[src/rtl/dmem_arb_pkg.sv]
// Shared types and helpers for the two-port data-memory arbiter.
package dmem_arb_pkg;

  typedef enum logic [1:0] {
    IDLE   = 2'd0,
    ACCESS = 2'd1,
    RESP   = 2'd2
  } state_t;

  localparam logic [1:0] SZ_BYTE = 2'b00;
  localparam logic [1:0] SZ_HALF = 2'b01;
  localparam logic [1:0] SZ_WORD = 2'b10;
  localparam logic [1:0] SZ_RSVD = 2'b11;

  // Reserved size yields zero bytes; callers reject it separately.
  function automatic logic [2:0] access_bytes(input logic [1:0] size);
    case (size)
      SZ_BYTE: return 3'd1;
      SZ_HALF: return 3'd2;
      SZ_WORD: return 3'd4;
      default: return 3'd0;
    endcase
  endfunction

  function automatic logic [31:0] size_mask(input logic [31:0] data, input logic [1:0] size);
    case (size)
      SZ_BYTE: return {24'h0, data[7:0]};
      SZ_HALF: return {16'h0, data[15:0]};
      default: return data;
    endcase
  endfunction

endpackage

[src/rtl/dmem_arbiter_rr_arb2.sv]
// Two-way round-robin pick: on contention the port not granted last wins.
module rr_arb2 (
  input  logic [1:0] req,
  input  logic       last,
  output logic [1:0] gnt
);

  always_comb begin
    gnt = 2'b00;
    case (req)
      2'b01:   gnt = 2'b01;
      2'b10:   gnt = 2'b10;
      2'b11:   gnt = last ? 2'b01 : 2'b10;
      default: gnt = 2'b00;
    endcase
  end

endmodule

[src/rtl/dmem_arbiter.sv]
// Two-port (LSU / debug-DMA) data-memory arbiter, one access per three cycles.
// Optional alignment rejection is enabled by defining DMEM_ARB_ALIGN_CHECK_EN.
module dmem_arbiter
  import dmem_arb_pkg::*;
#(
  parameter int DROM_SPACE = 1024,
  parameter int ADDR_W     = 32
) (
  input  logic              clk,
  input  logic              rst,
  input  logic              p0_req,
  input  logic              p0_we,
  input  logic [ADDR_W-1:0] p0_addr,
  input  logic [31:0]       p0_wdata,
  input  logic [1:0]        p0_size,
  output logic              p0_gnt,
  output logic              p0_rvalid,
  output logic [31:0]       p0_rdata,
  output logic              p0_err,
  input  logic              p1_req,
  input  logic              p1_we,
  input  logic [ADDR_W-1:0] p1_addr,
  input  logic [31:0]       p1_wdata,
  input  logic [1:0]        p1_size,
  output logic              p1_gnt,
  output logic              p1_rvalid,
  output logic [31:0]       p1_rdata,
  output logic              p1_err,
  output logic [31:0]       data_addr,
  output logic [31:0]       w_data_mem,
  output logic              r_en_mem,
  output logic              w_en_mem,
  output logic [1:0]        byte_sel,
  input  logic [31:0]       r_data_mem
);

  localparam logic [ADDR_W:0] DROM_LIM = (ADDR_W+1)'(DROM_SPACE);

  state_t state, state_nxt;

  logic              last_q;
  logic              win_q;
  logic              lat_we;
  logic [ADDR_W-1:0] lat_addr;
  logic [31:0]       lat_wdata;
  logic [1:0]        lat_size;
  logic [31:0]       resp_data;
  logic              resp_err;
  logic [1:0]        pick;
  logic [ADDR_W:0]   end_addr;
  logic              misalign;
  logic              reject;

  rr_arb2 u_rr (
    .req  ({p1_req, p0_req}),
    .last (last_q),
    .gnt  (pick)
  );

  // One extra bit so addresses near the top of ADDR_W cannot wrap past the limit.
  assign end_addr = {1'b0, lat_addr} + (ADDR_W+1)'(access_bytes(lat_size));

`ifdef DMEM_ARB_ALIGN_CHECK_EN
  assign misalign = (lat_size == SZ_HALF && lat_addr[0]) ||
                    (lat_size == SZ_WORD && lat_addr[1:0] != 2'b00);
`else
  assign misalign = 1'b0;
`endif

  assign reject = (lat_size == SZ_RSVD) || (end_addr > DROM_LIM) || misalign;

  always_ff @(posedge clk) begin
    if (rst) state <= IDLE;
    else     state <= state_nxt;
  end

  always_comb begin
    state_nxt = state;
    case (state)
      IDLE:    if (pick != 2'b00) state_nxt = ACCESS;
      ACCESS:  state_nxt = RESP;
      RESP:    state_nxt = IDLE;
      default: state_nxt = IDLE;
    endcase
  end

  // last_q = 1 after reset so that port 0 wins the first contention.
  always_ff @(posedge clk) begin
    if (rst) begin
      last_q    <= 1'b1;
      win_q     <= 1'b0;
      lat_we    <= 1'b0;
      lat_addr  <= '0;
      lat_wdata <= '0;
      lat_size  <= SZ_BYTE;
      resp_data <= '0;
      resp_err  <= 1'b0;
    end else begin
      if (state == IDLE && pick != 2'b00) begin
        win_q     <= pick[1];
        lat_we    <= pick[1] ? p1_we    : p0_we;
        lat_addr  <= pick[1] ? p1_addr  : p0_addr;
        lat_wdata <= pick[1] ? p1_wdata : p0_wdata;
        lat_size  <= pick[1] ? p1_size  : p0_size;
      end
      if (state == ACCESS) begin
        resp_err  <= reject;
        resp_data <= (reject || lat_we) ? 32'h0 : size_mask(r_data_mem, lat_size);
      end
      if (state == RESP) last_q <= win_q;
    end
  end

  // Outputs are gated by rst so an access caught by reset never reaches memory.
  always_comb begin
    p0_gnt     = 1'b0;
    p1_gnt     = 1'b0;
    p0_rvalid  = 1'b0;
    p1_rvalid  = 1'b0;
    p0_rdata   = 32'h0;
    p1_rdata   = 32'h0;
    p0_err     = 1'b0;
    p1_err     = 1'b0;
    r_en_mem   = 1'b0;
    w_en_mem   = 1'b0;
    data_addr  = 32'h0;
    w_data_mem = 32'h0;
    byte_sel   = 2'b00;
    if (!rst) begin
      case (state)
        ACCESS: begin
          p0_gnt = !win_q;
          p1_gnt = win_q;
          if (!reject) begin
            r_en_mem   = !lat_we;
            w_en_mem   = lat_we;
            data_addr  = 32'(lat_addr);
            w_data_mem = lat_wdata;
            byte_sel   = lat_size;
          end
        end
        RESP: begin
          p0_rvalid = !win_q;
          p1_rvalid = win_q;
          if (win_q) begin
            p1_rdata = resp_data;
            p1_err   = resp_err;
          end else begin
            p0_rdata = resp_data;
            p0_err   = resp_err;
          end
        end
        default: ;
      endcase
    end
  end

endmodule

[config.mk]
export PLATFORM = sky130hd
export DESIGN_NAME = dmem_arbiter
export DESIGN_NICKNAME = d
export VERILOG_FILES = /design/src/rtl/dmem_arb_pkg.sv /design/src/rtl/dmem_arbiter_rr_arb2.sv /design/src/rtl/dmem_arbiter.sv
export SDC_FILE = /design/constraint.sdc
export NUM_CORES = 1
export LEC_CHECK = 0
export CORE_MARGIN = 2
export CORE_UTILIZATION = 44
export DETAILED_ROUTE_END_ITERATION = 6
export PLACE_DENSITY_LB_ADDON = 0.12
export SYNTH_ARGS = -nofsm -noshare
export SYNTH_HDL_FRONTEND = slang
export SYNTH_SLANG_ARGS = --single-unit
export TNS_END_PERCENT = 10
[constraint.sdc]
create_clock -name clk -period 9 [get_ports clk]
set_input_delay 1.8 -clock clk [delete_from_list [all_inputs] [get_ports clk]]
set_output_delay 1.8 -clock clk [all_outputs]
set_load 0.05 [all_outputs]
; Word-level counts from Yosys, hierarchy flattened
; Index checks and enable logic that the tools add are counted.
[classes]
n_lt_le_gt_ge = 1
muxes = 46
shift = 0
eq_ne = 9
n_div = 0
n_mul = 0
n_reduce_logical = 8
n_bitwise = 0
n_addsub = 1
[ops]
columns = op, n
row1 = $mux W32, 15
row2 = $pmux W32 S2, 1
row3 = $add A32 B3 Y33, 1
row4 = $gt A33 B11 Y1 const B, 1
row5 = $mux W1, 21
row6 = $mux W2, 6
row7 = $eq A2 B2 Y1 const B, 5
row8 = $pmux W3 S3, 1
row9 = $eq A2 B1 Y1 const B, 3
row10 = $pmux W2 S3, 1
row11 = $logic_not A2 Y1, 2
row12 = $pmux W2 S2, 1
row13 = $logic_not A1 Y1, 2
row14 = $logic_or A1 B1 Y1, 2
row15 = $ne A2 B2 Y1 const B, 1
row16 = $reduce_bool A2 Y1, 1
row17 = $logic_and A1 B1 Y1, 1
[totals]
inputBits = 170
reg_bits = 104
wordCells = 74
output_inout_bits = 138
romBits = 0
ramBits = 0
latch_bits = 0
n_memories = 0

; Depth between registers and ports, before layout
[logic_depth]
ltp_word = 8
depth_mapped = 12
mapped_depth_nobuf = 10

; By module
; A second synthesis with hierarchy kept.
[unflattened]
cells_unflattened = 754
area_unflattened_um2 = 6451.2
[modules_own_cells]
columns = module, n_inst, cells_each, seq_area_each_um2, area_each_um2
row1 = dmem_arbiter, 1, 751, 2082.0, 6432.4
row2 = rr_arb2, 1, 3, 0.0, 18.8

; Worst setup path before layout
; OpenSTA, ideal clock, no wires.
[synth_path]
path_kind = register to output
start = reg lat_size[1]
end = out data_addr[10]
path_slack_ps = 3701
arrival_ps = 3499
path_buffers = 2
path_stages_with_launch = 13
cell_sequence = dfxtp_1 > nor2_1 > ha_1 > fa_1 > a21oi_1 > nor3_2 > a211oi_1 > a31oi_1 > or4_1 > nor4_4 > buf_6 > buf_6 > and2_1
[synth_via]
elab_chain_cells = 8
word_cells_on_any_way = 11
[synth_rtl]
columns = element, line_no
row1 = from (decl), dmem_arbiter.sv:46  ; logic [1:0] lat_size;
row2 = from (signal assigned), dmem_arbiter.sv:104  ; lat_size <= pick[1] ? p1_size : p0_size;
row3 = $eq A2 B2 Y1 (tied with other cells), dmem_arb_pkg.sv:17  ; case (size)
row4 = $pmux W3 S3, dmem_arb_pkg.sv:17
row5 = $add A32 B3 Y33, dmem_arbiter.sv:61  ; assign end_addr = {1'b0, lat_addr} + (ADDR_W+1)'(access_bytes(lat_size));
row6 = $gt A33 B11 Y1, dmem_arbiter.sv:70  ; assign reject = (lat_size == SZ_RSVD) || (end_addr > DROM_LIM) || misalign;
row7 = $logic_or A1 B1 Y1 (*), dmem_arbiter.sv:70
row8 = $mux W32 (*), dmem_arbiter.sv:134  ; if (!reject) begin
row9 = $mux W32 (*), dmem_arbiter.sv:130  ; case (state)
row10 = $mux W32 (*), dmem_arbiter.sv:129  ; if (!rst) begin
row11 = to (decl), dmem_arbiter.sv:29  ; output logic [31:0] data_addr,
; Every way passes the cells marked *; elsewhere a longest branch is shown, timed or not.

; Worst setup path after layout
[layout_path]
start = reg lat_size[1]
end = out w_data_mem[10]
[layout_via]
elab_chain_cells = 8
word_cells_on_any_way = 11
[layout_rtl]
columns = element, line_no
row1 = $eq A2 B2 Y1 (tied with other cells), dmem_arb_pkg.sv:17
row2 = $pmux W3 S3, dmem_arb_pkg.sv:17
row3 = $add A32 B3 Y33, dmem_arbiter.sv:61
row4 = $gt A33 B11 Y1, dmem_arbiter.sv:70
row5 = $logic_or A1 B1 Y1 (*), dmem_arbiter.sv:70
row6 = $mux W32 (*), dmem_arbiter.sv:134
row7 = $mux W32 (*), dmem_arbiter.sv:130
row8 = $mux W32 (*), dmem_arbiter.sv:129
row9 = to (decl), dmem_arbiter.sv:30  ; output logic [31:0] w_data_mem,
; Marks and branches as above.

==> results.py <==
metrics = {
    "sta": {
        "tns_ns": 0,
        "whs_ns": 0.475,
        "fin_skew_ns": 0.0110,
        "setup_ws_ns": 1.57,
        "finalCritPeriodShare": 0.826,
        "relSlewSlack": 0.176,
        "hold_viol": 0,
        "rsz0062_at_grt": "false",
        "fmax_ghz": 0.135,
        "period_needed_ns": 7.43,
        "setup_violations": 0,
        "worstMarginPinSlew_ns": 1.23,
        "maxSlewViolCount": 0,
    },
    "logic_synthesis": {
        "yosysSeqAreaShare": 0.349,
        "synthFlopType": "dfxtp_1",
        "yosysTopAreaCell": "dfxtp_1",
        "synthDistinctLibCells": 56,
        "synth_seq_cells": 104,
        "netlist.area_leader.share": 0.349,
        "synth-edff-count": 0,
        "syn_area_um2": 5970,
        "synthArstFlopShare": 0,
        "ys_top_cells_by_count": "and2_1 (117), dfxtp_1 (104), nor2_1 (80)",
        "yosysMostFrequentCell": "and2_1",
        "avgSynthCellArea_um2": 8.84,
        "synthCells": 676,
        "yosys_warnings": 0,
        "ys_top_cells_by_area": "dfxtp_1 (35%), mux2i_1 (12%), and2_1 (12%), a211oi_1 (8.5%), nor2_1 (5.0%)",
    },
    "status": {
        "outcome": "finished clean",
    },
    "cells_and_area": {
        "final_cells": 1106,
        "fin_util": 0.687,
        "final_nets": 1101,
        "drive_gt1_frac": 0.0398,
        "fin_area_um2": 9100,
        "areaGrowthSynthToFinish_pct": 52.3,
    },
    "pwr": {
        "cellPowerDensity_nw_per_um2": 128,
        "vdd_ir_drop_max_v": 0.0000834,
        "leakage_nw": 3.41,
        "power_mw": 1.16,
    },
    "routing": {
        "firstDrtPassIters": 5,
        "routedWlPerCell_um": 16.8,
        "drt-total-wl_mm": 18.6,
        "drc": 0,
        "drtAntennaViolNets": 0,
        "vias": 5878,
        "drt_iter0_drc": 381,
        "vias_per_cell": 5.31,
    },
    "placed_design": {
        "gp_congestion": 0.918,
        "dp_slack_ns": 1.95,
        "io_buffers": 286,
        "placed_area_um2": 8850,
        "dpl.hpwl_mm": 14.1,
        "dp.cells": 1092,
    },
    "worst_setup_path": {
        "r2r_end": "resp_data[0]",
        "ff2ff_path_depth": 11,
        "required_ns": 7.20,
        "worstSetupPathType": "flip-flop to output pin",
        "timing.rr.start": "lat_size[1]",
        "cp-end-kind": "output pin",
        "crit_arrival_ns": 5.63,
        "crit_path_start_kind": "flip-flop",
        "worstPathMaxFanout": 51,
        "r2r_setup_slack_ns": 4.42,
    },
    "min_path": {
        "hold_depth": 1,
        "hp-class": "flip-flop to flip-flop",
        "hold_start": "resp_data[6]",
        "hold_path_end": "resp_data[6]",
    },
    "clock_network": {
        "post-cts-setup-buffers": 0,
        "cts_tree": "yes",
        "clk_path_buf_depth": 2,
        "postCtsHoldBufs": 0,
        "clk_pin_slew_ns": 0.07,
        "cts_buffers": 9,
        "cts_max_level": 3,
        "insertion_delay_ns": 0.34,
        "clock_sinks": 104,
        "cts_resized": 0,
        "cts_root_buf": "clkbuf_16",
    },
    "floorplanning": {
        "dieArea_um2": 14500,
        "row_count": 42,
        "fp.dieH_um": 121,
        "pin_count": 308,
        "coreArea_um2": 13200,
        "fp.dieW_um": 121,
        "initial_utilization": 0.451,
    },
    "grt": {
        "grt_first_pass_wirelength_mm": 28.5,
        "grt_start_max_net_pins": 96,
        "overflow": 0,
        "grt_pass1_vias": 5627,
        "gr-usage-all-layers": 0.247,
        "antenna_found_initial": 1,
    },
    "job": {
        "max_cap_violations": 0,
    },
}
==> area by class of cell <==
| cell class | instances | area, µm² |
|---|---|---|
| Clock buffer | 10 | 229 |
| Sequential cell | 104 | 2080 |
| Clock inverter | 3 | 21.3 |
| Inverter | 3 | 11.3 |
| Fill cell | 1070 | 4140 |
| Tap cell | 176 | 220 |
| Timing Repair Buffer | 294 | 2930 |
| Multi-Input combinational cell | 515 | 3600 |
| Antenna cell | 1 | 2.50 |
==> worst max-delay path, cell delays in order, from the launching register on <==
cell and delay (ns):
dfxtp_1 0.36, nor2_1 0.59, ha_1 0.33, fa_1 0.26, a21oi_1 0.18, nor3_2 0.32
nor4b_2 0.26, a31oi_1 0.13, or4_1 0.47, nor4_4 1.06, buf_12 0.32, and2_1 0.17
clkdlybuf4s50_1 0.81
==> kinds of logic after synthesis <==
family | after synthesis | synth area share
compound gates | 122 | 0.165
xor+xnor | 13 | 0.0191
fa+ha+maj | 4 | 0.00964
buf+inv | 77 | 0.0658
flops | 104 | 0.349
mux | 76 | 0.128
other cells | 1 | 0.000628
simple gates | 279 | 0.264
==> metal layers <==
metal,vias to the layer above,wire [µm],GRT usage
met1,2685,7580,0.302
met3,34,1260,0.0462
met4,0,451,0.0916
li1,2894,-,-
met5,-,0,0
met2,265,9280,0.429
==> sequential cells by signal, indices dropped and copies added, names as in the netlist <==
name,count
lat_addr,32
lat_wdata,32
resp_data,32
lat_size,2
state,2
last_q,1
lat_we,1
resp_err,1
win_q,1
==> where the power goes <==
group / internal, mW / switching (mW)
Combinational: 0.138 / 0.138
Clock: 0.184 / 0.164
Sequential: 0.497 / 0.0398
Total: 0.819 / 0.342
==> worst max-delay path by stage <==
stage | from | slack (ns) | end
4_1_cts | lat_size[1] | 1.55 | w_data_mem[10]
3_3_place_gp | lat_size[1] | 2.15 | byte_sel[0]
3_5_place_dp | lat_size[1] | 1.95 | w_data_mem[10]
6_report | lat_size[1] | 1.57 | w_data_mem[10]
5_1_grt | lat_size[1] | 1.09 | w_data_mem[8]
2_1_floorplan | lat_size[1] | 3.70 | data_addr[10]
==> cell usage in the layout, fill, tap and decap left out, types with 4 or more instances in the layout <==
master,netlist,final
clkdlybuf4s50_1,0,285
and2_1,117,117
dfxtp_1,104,104
nor2_1,80,79
mux2i_1,74,74
a211oi_1,68,68
a32o_1,24,24
conb_1,1,21
nand2_1,11,11
nor3_1,11,9
clkbuf_16,0,9
nand3_1,8,8
nor3b_1,9,8
a22o_1,8,8
xnor2_1,7,7
nand4_1,7,7
buf_4,23,7
xor2_1,6,6
nand2b_1,5,5
nor4_1,5,5
nor2b_1,4,4
a21oi_1,4,4
Power figures use the tool's default switching activity.
